**src/rtl/me_ctu_scheduler.sv**
```systemverilog
// Per-CTU sequencer for the motion-estimation engine: reference preload,
// PE-array search sweep, pipeline drain and MV report handshake.
module me_ctu_scheduler #(
  parameter int PRE_CYCLES = 768,
  parameter int NUM_COLS   = 14,
  parameter int COL_CYCLES = 44,
  parameter int PIPE_LAT   = 4
) (
  input  logic       clk,
  input  logic       rst,
  input  logic       ctu_start,
  input  logic       ctu_abort,
  output logic       ctu_ready,
  output logic       begin_prepare,
  input  logic       fill_valid,
  output logic       fill_ready,
  input  logic       pe_stall,
  output logic       pe_en,
  output logic       col_start,
  output logic [3:0] col_idx,
  output logic [5:0] row_idx,
  output logic       cb34,
  output logic       mv_valid,
  input  logic       mv_ready,
  output logic       ctu_done,
  output logic [7:0] ctu_count
);

  localparam int PW = $clog2(PRE_CYCLES + 1);
  localparam int DW = $clog2(PIPE_LAT + 1);

  typedef enum logic [2:0] {
    S_IDLE,
    S_PREP,
    S_SEARCH,
    S_DRAIN,
    S_REPORT
  } state_t;

  state_t          state, state_nx;
  logic [PW-1:0]   prep_cnt;
  logic [DW-1:0]   drain_cnt;

  logic abort_hit, prep_last, row_last, search_adv, search_last, drain_last, handshake;

  assign abort_hit   = ctu_abort && (state != S_IDLE);
  assign prep_last   = (state == S_PREP) && fill_valid && (prep_cnt == PW'(PRE_CYCLES - 1));
  assign row_last    = (row_idx == 6'(COL_CYCLES - 1));
  assign search_adv  = (state == S_SEARCH) && !pe_stall;
  assign search_last = search_adv && row_last && (col_idx == 4'(NUM_COLS - 1));
  assign drain_last  = (state == S_DRAIN) && (drain_cnt == DW'(PIPE_LAT - 1));
  // Abort beats the report handshake, so an aborted CTU is never counted.
  assign handshake   = (state == S_REPORT) && mv_ready && !ctu_abort;

  always_ff @(posedge clk) begin
    if (rst) state <= S_IDLE;
    else     state <= state_nx;
  end

  always_comb begin
    // NOTE: state_nx gets a default before the case so no path leaves it unassigned and no latch is inferred.
    state_nx = state;
    if (abort_hit) begin
      state_nx = S_IDLE;
    end else begin
      case (state)
        S_IDLE:   if (ctu_start)   state_nx = S_PREP;
        S_PREP:   if (prep_last)   state_nx = S_SEARCH;
        S_SEARCH: if (search_last) state_nx = S_DRAIN;
        S_DRAIN:  if (drain_last)  state_nx = S_REPORT;
        S_REPORT: if (handshake)   state_nx = S_IDLE;
        default:                   state_nx = S_IDLE;
      endcase
    end
  end

  always_ff @(posedge clk) begin
    // NOTE: all registers use non-blocking assignments so every update sees pre-edge values.
    if (rst) begin
      prep_cnt      <= '0;
      drain_cnt     <= '0;
      col_idx       <= '0;
      row_idx       <= '0;
      begin_prepare <= 1'b0;
      ctu_done      <= 1'b0;
      ctu_count     <= '0;
    end else begin
      begin_prepare <= (state == S_IDLE) && ctu_start;
      ctu_done      <= handshake;
      if (handshake) ctu_count <= ctu_count + 8'd1;

      if (abort_hit || state == S_IDLE) begin
        prep_cnt  <= '0;
        drain_cnt <= '0;
        col_idx   <= '0;
        row_idx   <= '0;
      end else begin
        if (state == S_PREP && fill_valid) prep_cnt <= prep_cnt + PW'(1);
        if (search_adv) begin
          if (row_last) begin
            row_idx <= '0;
            col_idx <= search_last ? 4'd0 : col_idx + 4'd1;
          end else begin
            row_idx <= row_idx + 6'd1;
          end
        end
        if (state == S_DRAIN) drain_cnt <= drain_cnt + DW'(1);
        else                  drain_cnt <= '0;
      end
    end
  end

  assign ctu_ready  = (state == S_IDLE);
  assign fill_ready = (state == S_PREP);
  assign pe_en      = search_adv;
  assign col_start  = search_adv && (row_idx == 6'd0);
  assign cb34       = (row_idx >= 6'd20);
  assign mv_valid   = (state == S_REPORT);

endmodule

```
**config.mk**
```make
export PLATFORM = sky130hd
export DESIGN_NAME = me_ctu_scheduler
export DESIGN_NICKNAME = d
export VERILOG_FILES = /design/src/rtl/me_ctu_scheduler.sv
export SDC_FILE = /design/constraint.sdc
export NUM_CORES = 1
export LEC_CHECK = 0
export CORE_UTILIZATION = 25
export CTS_CLUSTER_SIZE = 8
export DETAILED_ROUTE_END_ITERATION = 7
export PLACE_DENSITY_LB_ADDON = 0.2
export SYNTH_ARGS = -nofsm -noshare
export SYNTH_HDL_FRONTEND = slang
export SYNTH_SLANG_ARGS = --single-unit
export TNS_END_PERCENT = 30
```
**constraint.sdc**
```tcl
create_clock -name clk -period 2.2 [get_ports clk]
set_input_delay 0.22 -clock clk [delete_from_list [all_inputs] [get_ports clk]]
set_output_delay 0.22 -clock clk [all_outputs]
set_load 0.1 [all_outputs]
```
==> out/metrics.cfg, run 1 <==
[clocking]
path_clk_slew_ns = 0.07
post-cts-setup-buffer-count = 0
cts_sinks = 36
clockRootBuffer = clkbuf_8
cts_resized = 0
holdBufCountCts = 0
ctsHtreeMaxLevel = 2
clock_path_buffers = 2
worstSkewPairLatency_ns = 0.29
cts_made_buffers = 5
cts_tree = built

[global_route]
overflow = 0
grt_first_pass_wirelength_um = 6060
antenna_found_initial = 0
grt_max_degree = 17
track_usage_pct = 10.7
grt_pass1_vias = 1291

[place]
place.gp.congestion = 0.719
place_area_um2 = 2160
dp_hpwl_um = 2610
io_buffers = 32

[routing]
drc = 0
antenna_left = 0
vias_per_cell = 4.60
dr.pass1.iters = 4
vias = 1431
wire_per_inst_um = 11.8
drt_wl_total_um = 3670
drtIter0Drc = 37

[timing]
period_minus_slack_ns = 1.91
slew_headroom_pct = 74.4
min_period_over_period_pct = 86.8
skew_ns = 0.00696
setup_viol = 0
hold_viol_final = 0
rsz0062_at_grt = no
worstMarginPinSlew_ns = 0.382
maxClockFrequency_mhz = 524
maxSlewViolCount = 0
whs_ns = 0.432

[finish]
drive_gt1_share_pct = 18.8
finalInstanceArea_um2 = 2270
diodes = 0
fin_util_pct = 34.9
nNetsFinal = 248
syn2layout_area_growth_pct = 31.8

[die]
core_um2 = 6490
start_util_pct = 26.5
die_y_um = 85.0
io_pins = 33
die_area_um2 = 7220
die_w_um = 85.0
num_rows = 29

[critical_path]
cp_data_arrival_time_ns = 1.69
crit_required_ns = 1.98
start_kind = flip-flop
end_kind = primary output
reg2reg_depth = 4
critPathMaxFanout = 8
crit_type = flip-flop to primary output

[logic_synthesis]
ys_seq_area_share_pct = 41.9
syn_inst = 194
synth_area_um2 = 1720
syn_nets = 209
netlist.top_cell.by_area = dfxtp_1
yosys_register_bits = 36
yosys_warnings = 0
synthDistinctLibCells = 39
syn_avg_cell_area_um2 = 8.87
synth_top_area_share_pct = 41.9
synth.area.top_cells = dfxtp_1 42%, xor2_1 7.6%, nor2_1 6.1%, ha_1 5.8%, nand3_1 3.2%

[pwr]
pwr_density_cell_nw_per_um2 = 611
peakVddDrop_uv = 255
leakagePower_nw = 0.885

[flow_run]
maxCapViolCount = 0

[min_path]
holdPathStages = 1
hold_class = flip-flop to flip-flop

[outcome]
status = completed

synth_stat cells (all sizes together):
cell    count
nand2b      2
and2b       2
o22ai       1
o21ai       3
nand3      11
mux2i       2
inv        10
and2        2
nand2      14
nor3        1
nor2       28
ha          8
dfxtp      36
a211oi      1
clkbuf      3
nand3b      2
nor4bb      1
nor4b       2
o21bai      1
buf         3
xor2       15
and3        5
a32oi       1
and4        1
nand4       6
nor2b       1
a21oi       9
nor3b       3
nor4        4
o31a        1
or4         2
or3         4
or3b        1
o31ai       1
xnor2       6
a221o       1
layer usage:
layer / track usage, % / up-vias / wire [µm]
met5: 0 / - / 0
met4: 5.55 / 0 / 65
met3: 2.82 / 8 / 166
met2: 16.2 / 26 / 1590
met1: 14.0 / 649 / 1850
li1: - / 748 / -
cells by family after synthesis:
group	Yosys count	synth area share, %
AND/OR/NAND/NOR	92	29.6
AO/OA/AOI/OAI	19	6.76
buffers and inverters	16	4.07
XOR/XNOR	21	10.7
flip-flops	36	41.9
adder cells (fa/ha/maj)	8	5.81
multiplexers	2	1.16
worst paths after layout:
kind / startpoint / endpoint / slack, ns
setup / recovery: state[1] / col_start / 0.29
hold / removal: drain_cnt[0] / drain_cnt[0] / 0.43
setup reg to reg: state[0] / state[0] / 0.39
hold reg to reg: drain_cnt[0] / drain_cnt[0] / 0.43
placed cells by master, fill, tap and decap left out, drive strengths merged, types with 3 or more instances in the layout:
cell | synthesis | layout
dfxtp | 36 | 36
buf | 3 | 32
nor2 | 28 | 28
xor2 | 15 | 15
nand2 | 14 | 14
nand3 | 11 | 11
inv | 10 | 10
a21oi | 9 | 9
ha | 8 | 8
xnor2 | 6 | 6
clkdlybuf4s50 | 0 | 6
nand4 | 6 | 6
clkbuf | 3 | 6
and3 | 5 | 5
or3 | 4 | 4
nor4 | 4 | 4
o21ai | 3 | 3
nor3b | 3 | 3
power by group:
part / internal (mW) / leakage, nW / switching, mW
Combinational: 0.0520 / 0.539 / 0.0861
Clock: 0.337 / 0.0552 / 0.248
Sequential: 0.655 / 0.290 / 0.00754
Total: 1.04 / 0.885 / 0.341
critical path, stage by stage (launching register included):
cell     delay [ns]
dfxtp_1        0.51
nor4b_4        0.41
nand2_1        0.15
nor2_4         0.15
buf_12         0.18
final cells by class:
class                      count  area (µm²)
fill                         675        4230
multi-input combinational    142         943
sequential                    36         721
timing repair buffer          38         363
tap                           77        96.3
clock buffer                   6        72.6
inverter                      10        37.5
clock inverter                 2        35.0
registers in the layout (all words and copies together) (netlist names):
| register | flops |
|---|---|
| ctu_done | 1 |
| prep_cnt | 10 |
| begin_prepare | 1 |
| row_idx | 6 |
| state | 3 |
| drain_cnt | 3 |
| ctu_count | 8 |
| col_idx | 4 |
through the flow:
stage	cells	power [mW]	TNS [ns]	setup slack (ns)
6_report	311	1.39	0	0.291
5_1_grt	311	1.45	0	0.153
4_1_cts	311	1.40	0	0.260
3_5_place_dp	303	0.817	0	0.236
3_3_place_gp	303	0.818	0	0.241
2_1_floorplan	194	0.766	-3.89	-0.578
Power figures use the tool's default switching activity.
==> inputs of run 2 (changes only) <==
--- a/config.mk
+++ b/config.mk
@@ -5,7 +5,7 @@
 export SDC_FILE = /design/constraint.sdc
 export NUM_CORES = 1
 export LEC_CHECK = 0
-export CORE_UTILIZATION = 25
+export CORE_UTILIZATION = 55
 export CTS_CLUSTER_SIZE = 8
 export DETAILED_ROUTE_END_ITERATION = 7
 export PLACE_DENSITY_LB_ADDON = 0.2
==> constraint.sdc (replaced) <==
create_clock -name clk -period 2.4 [get_ports clk]
set_input_delay 0.24 -clock clk [delete_from_list [all_inputs] [get_ports clk]]
set_output_delay 0.24 -clock clk [all_outputs]
set_load 0.1 [all_outputs]
==> out/metrics.cfg, run 2 (synthesis results as in run 1) <==
[place]
dp_hpwl_um = 2730  ; was 2610 µm
io_buffers = 32  ; unchanged
dp.cells = 254  ; was 303
place.gp.congestion = 0.830  ; was 0.719
place_area_um2 = 2060  ; was 2160 µm²

[critical_path]
end_kind = primary output  ; unchanged
reg2reg_depth = 5  ; was 4
crit_chain = nor4b_4, buf_4, nand2_1, nor2_4, buf_12  ; was nor4b_4, nand2_1, nor2_4, buf_12
slowest_stage = dfxtp_1  ; unchanged
r2r_slack_ns = 0.44  ; was 0.39 ns
crit_type = flip-flop to primary output  ; unchanged
crit_required_ns = 2.16  ; was 1.98 ns
cp_data_arrival_time_ns = 1.85  ; was 1.69 ns
r2r-start = state[0]  ; unchanged
r2r_end = prep_cnt[9]  ; was state[0]
critPathMaxFanout = 9  ; was 8
slowest_delay_ns = 0.52  ; was 0.51 ns
start_kind = flip-flop  ; unchanged

[die]
io_pins = 33  ; unchanged
die_w_um = 58.0  ; was 85.0 µm
core_um2 = 2850  ; was 6490 µm²
die_area_um2 = 3360  ; was 7220 µm²
die_y_um = 58.0  ; was 85.0 µm
start_util_pct = 60.4  ; was 26.5%
num_rows = 19  ; was 29

[routing]
drtIter0Drc = 68  ; was 37
dr.pass1.iters = 6  ; was 4
vias_per_cell = 5.53  ; was 4.60
wire_per_inst_um = 13.5  ; was 11.8 µm
drt_wl_total_um = 3540  ; was 3670 µm
drc = 2  ; was 0
vias = 1449  ; was 1431
antenna_left = 0  ; unchanged

[finish]
fill_cells = 219  ; was 675
reg.largest.list = prep_cnt (10), ctu_count (8), row_idx (6)  ; unchanged
multiInputGateArea_um2 = 943  ; unchanged
fin_util_pct = 75.4  ; was 34.9%
largest_register_ffs = 10  ; unchanged
diodes = 0  ; unchanged
layout.cells.non_filler = 262  ; was 311
final_common_cell = dfxtp_1  ; unchanged
nNetsFinal = 245  ; was 248
largest_register = prep_cnt  ; unchanged
drive_gt1_share_pct = 18.2  ; was 18.8%
finalInstanceArea_um2 = 2150  ; was 2270 µm²
layout_common_cells = 36 x dfxtp_1, 27 x nor2_1, 26 x buf_4  ; was 36 x dfxtp_1, 27 x nor2_1, 27 x buf_4
syn2layout_area_growth_pct = 24.9  ; was 31.8%
regArea_um2 = 721  ; unchanged

[timing]
rsz0062_at_grt = no  ; unchanged
setup_viol = 0  ; unchanged
period_minus_slack_ns = 2.09
skew_ns = 0.00498  ; was 0.00696 ns
worstMarginPinSlew_ns = 0.506  ; was 0.382 ns
finalSetupTns_ns = 0  ; unchanged
maxSlewViolCount = 0  ; unchanged
min_period_over_period_pct = 87.1
slew_headroom_pct = 66.2  ; was 74.4%
whs_ns = 0.432  ; about the same
hold_viol_final = 0  ; unchanged
maxClockFrequency_mhz = 478

[clocking]
clock_path_buffers = 2  ; unchanged
clockRootBuffer = clkbuf_4  ; was clkbuf_8
post-cts-setup-buffer-count = 0  ; unchanged
cts_resized = 0  ; unchanged
path_clk_slew_ns = 0.11  ; was 0.07 ns
cts_sinks = 36  ; unchanged
cts_made_buffers = 5  ; unchanged
cts_tree = built  ; unchanged
ctsHtreeMaxLevel = 2  ; unchanged
holdBufCountCts = 0  ; unchanged
worstSkewPairLatency_ns = 0.33  ; was 0.29 ns

[global_route]
grt_first_pass_wirelength_um = 6070  ; was 6060 µm
track_usage_pct = 23.3  ; was 10.7%
grt_max_degree = 17  ; unchanged
grt_pass1_vias = 1392  ; was 1291
overflow = 0  ; unchanged
antenna_found_initial = 0  ; unchanged

[outcome]
status = finished, violations left  ; was completed
violations = design-rule violations

[pwr]
pwr_density_cell_nw_per_um2 = 553  ; was 611 nW/µm²
leakagePower_nw = 0.857  ; was 0.885 nW
peakVddDrop_uv = 558  ; was 255 µV

[min_path]
hold_end = drain_cnt[0]  ; unchanged
hold_class = flip-flop to flip-flop  ; unchanged
hp-start = drain_cnt[0]  ; unchanged
holdPathStages = 1  ; unchanged

[flow_run]
maxCapViolCount = 0  ; unchanged

## run 2: cell type report
| cell class | count | share of cell area (%) |
|---|---|---|
| multi-input cells | 142 | 43.9 |
| flip-flops and latches | 36 | 33.5 |
| repair buffers | 35 | 14.7 |
| clock buffers | 7 | 3.03 |
| well taps | 31 | 1.80 |
| inverters | 10 | 1.75 |
| clock inverters | 1 | 1.40 |
## run 2: layer usage
layer / GRT usage, % / routed length [µm] / share of wire (%)
met2: 40.1 / 1790 / 51
met5: 0 / 0 / 0
met1: 29.4 / 1610 / 45
met4: 6.46 / 27 / 0.76
met3: 5.36 / 114 / 3.2
## run 2: worst max path at each step
stage	from	to	slack (ns)	depth (start not counted)
after floorplan	state[0]	col_start	-0.40	4
after global placement	fill_valid	state[0]	0.44	5
after detailed placement	fill_valid	prep_cnt[9]	0.29	6
after CTS	state[1]	col_start	0.29	5
after global routing	state[1]	col_start	0.18	5
final	state[1]	col_start	0.31	5
## run 2: through the flow
step           worst slack [ns]  power [mW]
3_5_place_dp              0.285       0.734
3_3_place_gp              0.442       0.731
2_1_floorplan            -0.398       0.702
4_1_cts                   0.290        1.19
5_1_grt                   0.179        1.23
6_report                  0.309        1.19
## run 2: critical path: cells and delay by family, from the launching register on
kind	cells	cell delay, ns
and+or+nand+nor	3	0.58
DFF	1	0.52
buffers and inverters	2	0.42
## run 2: report_power, final
part | switching [mW] | internal [mW]
combinational | 0.0767 | 0.0364
clock | 0.191 | 0.277
sequential | 0.00751 | 0.601
==> inputs of run 3 (changes only) <==
--- a/config.mk
+++ b/config.mk
@@ -8,7 +8,7 @@
 export CORE_UTILIZATION = 55
 export CTS_CLUSTER_SIZE = 8
 export DETAILED_ROUTE_END_ITERATION = 7
-export PLACE_DENSITY_LB_ADDON = 0.2
+export PLACE_DENSITY = 0.84
 export SYNTH_ARGS = -nofsm -noshare
 export SYNTH_HDL_FRONTEND = slang
 export SYNTH_SLANG_ARGS = --single-unit
==> out/metrics.cfg, run 3 (synthesis results as in run 1) <==
[outcome]
status = finished, violations left  ; unchanged
violations = design-rule violations  ; unchanged

[timing]
slew_headroom_pct = 64.1  ; was 66.2%
whs_ns = 0.437  ; was 0.432 ns
skew_ns = 0.0160  ; was 0.00498 ns
maxClockFrequency_mhz = 475  ; was 478 MHz
hold_viol_final = 0  ; unchanged
maxSlewViolCount = 0  ; unchanged
worstMarginPinSlew_ns = 0.538  ; was 0.506 ns
period_minus_slack_ns = 2.11  ; was 2.09 ns
min_period_over_period_pct = 87.7  ; was 87.1%
setup_viol = 0  ; unchanged
rsz0062_at_grt = no  ; unchanged

[global_route]
overflow = 0  ; unchanged
grt_pass1_vias = 1371  ; was 1392
grt_first_pass_wirelength_um = 5500  ; was 6070 µm
grt_max_degree = 17  ; unchanged
track_usage_pct = 21.5  ; was 23.3%
antenna_found_initial = 0  ; unchanged

[die]
io_pins = 33  ; unchanged
die_w_um = 58.0  ; unchanged
num_rows = 19  ; unchanged
die_area_um2 = 3360  ; unchanged
start_util_pct = 60.4  ; unchanged
die_y_um = 58.0  ; unchanged
core_um2 = 2850  ; unchanged

[critical_path]
crit_required_ns = 2.16  ; about the same
r2r_slack_ns = 0.47  ; was 0.44 ns
cp_data_arrival_time_ns = 1.87  ; was 1.85 ns
critPathMaxFanout = 9  ; unchanged
reg2reg_depth = 4  ; was 5
crit_type = flip-flop to primary output  ; unchanged
end_kind = primary output  ; unchanged
r2r-start = state[2]  ; was state[0]
r2r_end = ctu_count[4]  ; was prep_cnt[9]
start_kind = flip-flop  ; unchanged

[clocking]
path_clk_slew_ns = 0.11  ; about the same
ctsHtreeMaxLevel = 2  ; unchanged
cts_sinks = 36  ; unchanged
worstSkewPairLatency_ns = 0.34  ; was 0.33 ns
cts_made_buffers = 5  ; unchanged
cts_resized = 0  ; unchanged
cts_tree = built  ; unchanged
post-cts-setup-buffer-count = 0  ; unchanged
clockRootBuffer = clkbuf_4  ; unchanged
clock_path_buffers = 2  ; unchanged
holdBufCountCts = 0  ; unchanged

[pwr]
total_power_mw = 1.01  ; was 1.19 mW
peakVddDrop_uv = 438  ; was 558 µV
pwr_density_cell_nw_per_um2 = 480  ; was 553 nW/µm²
leakagePower_nw = 0.834  ; was 0.857 nW

[routing]
vias_per_cell = 5.54  ; was 5.53
drtIter0Drc = 54  ; was 68
vias = 1447  ; was 1449
dr.pass1.iters = 6  ; unchanged
antenna_left = 0  ; unchanged
wire_per_inst_um = 12.9  ; was 13.5 µm
drt_wl_total_um = 3370  ; was 3540 µm
drc = 3  ; was 2

[flow_run]
maxCapViolCount = 0  ; unchanged

[min_path]
hold_end = drain_cnt[0]  ; unchanged
hold_class = flip-flop to flip-flop  ; unchanged
holdPathStages = 1  ; unchanged
hp-start = drain_cnt[0]  ; unchanged

[place]
dp_hpwl_um = 2560  ; was 2730 µm
place.gp.congestion = 0.848  ; was 0.830
io_buffers = 32  ; unchanged

[finish]
diodes = 0  ; unchanged
layout_common_cells = 36 x dfxtp_1, 27 x nor2_1, 26 x buf_4  ; unchanged
reg.largest.list = prep_cnt (10), ctu_count (8), row_idx (6)  ; unchanged
fill_cells = 237  ; was 219
largest_register = prep_cnt  ; unchanged
regArea_um2 = 721  ; unchanged
nNetsFinal = 245  ; unchanged
multiInputGateArea_um2 = 943  ; unchanged
largest_register_ffs = 10  ; unchanged
syn2layout_area_growth_pct = 22.1  ; was 24.9%
final_common_cell = dfxtp_1  ; unchanged
drive_gt1_share_pct = 17.4  ; was 18.2%

[run 3: through the flow]
step / setup slack, ns / instances / cell area, µm² / setup TNS [ns] / utilization (%)
2_1_floorplan: -0.398 / 194 / 1740 / -1.53 / -
3_3_place_gp: 0.456 / 254 / 2060 / 0 / 72.1
3_5_place_dp: 0.419 / 254 / 2060 / 0 / 72.1
4_1_cts: 0.282 / 261 / 2100 / 0 / 73.7
5_1_grt: 0.145 / 261 / 2100 / 0 / 73.7
6_report: 0.294 / 261 / 2100 / 0 / 73.7
[run 3: power breakdown]
group          total, mW  internal (mW)  switching [mW]
Combinational      0.111         0.0363          0.0748
Sequential         0.608          0.601         0.00765
Clock              0.290          0.108           0.182
[run 3: final cells by class]
type                       count  area share (%)
inverter                      10            1.79
clock buffer                   6            1.96
sequential                    36            34.3
tap                           31            1.85
timing repair buffer          35            15.0
clock inverter                 1           0.238
multi-input combinational    142            44.9
[run 3: how the worst max path moves through the flow]
stage,start,to,slack (ns),cells past startpoint
after floorplan,state[0],col_start,-0.40,4
after global placement,fill_valid,state[0],0.46,5
after detailed placement,fill_valid,state[0],0.42,5
after CTS,state[1],col_start,0.28,5
after global routing,state[1],col_start,0.14,5
final,state[1],col_start,0.29,5
[run 3: per-layer routing]
metal | global-route usage (%) | vias up | share of wire [%]
met5 | 0 | - | 0
met2 | 36.5 | 28 | 49
met3 | 7.14 | 6 | 4.4
met1 | 24.3 | 669 | 45
li1 | - | 744 | -
met4 | 10.2 | 0 | 1.5
[run 3: worst max-delay path, cell delays in order (launching register included)]
cell	delay [ns]
dfxtp_1	0.52
nor4b_4	0.34
buf_4	0.24
nand2_1	0.10
nor2_4	0.14
buf_12	0.18
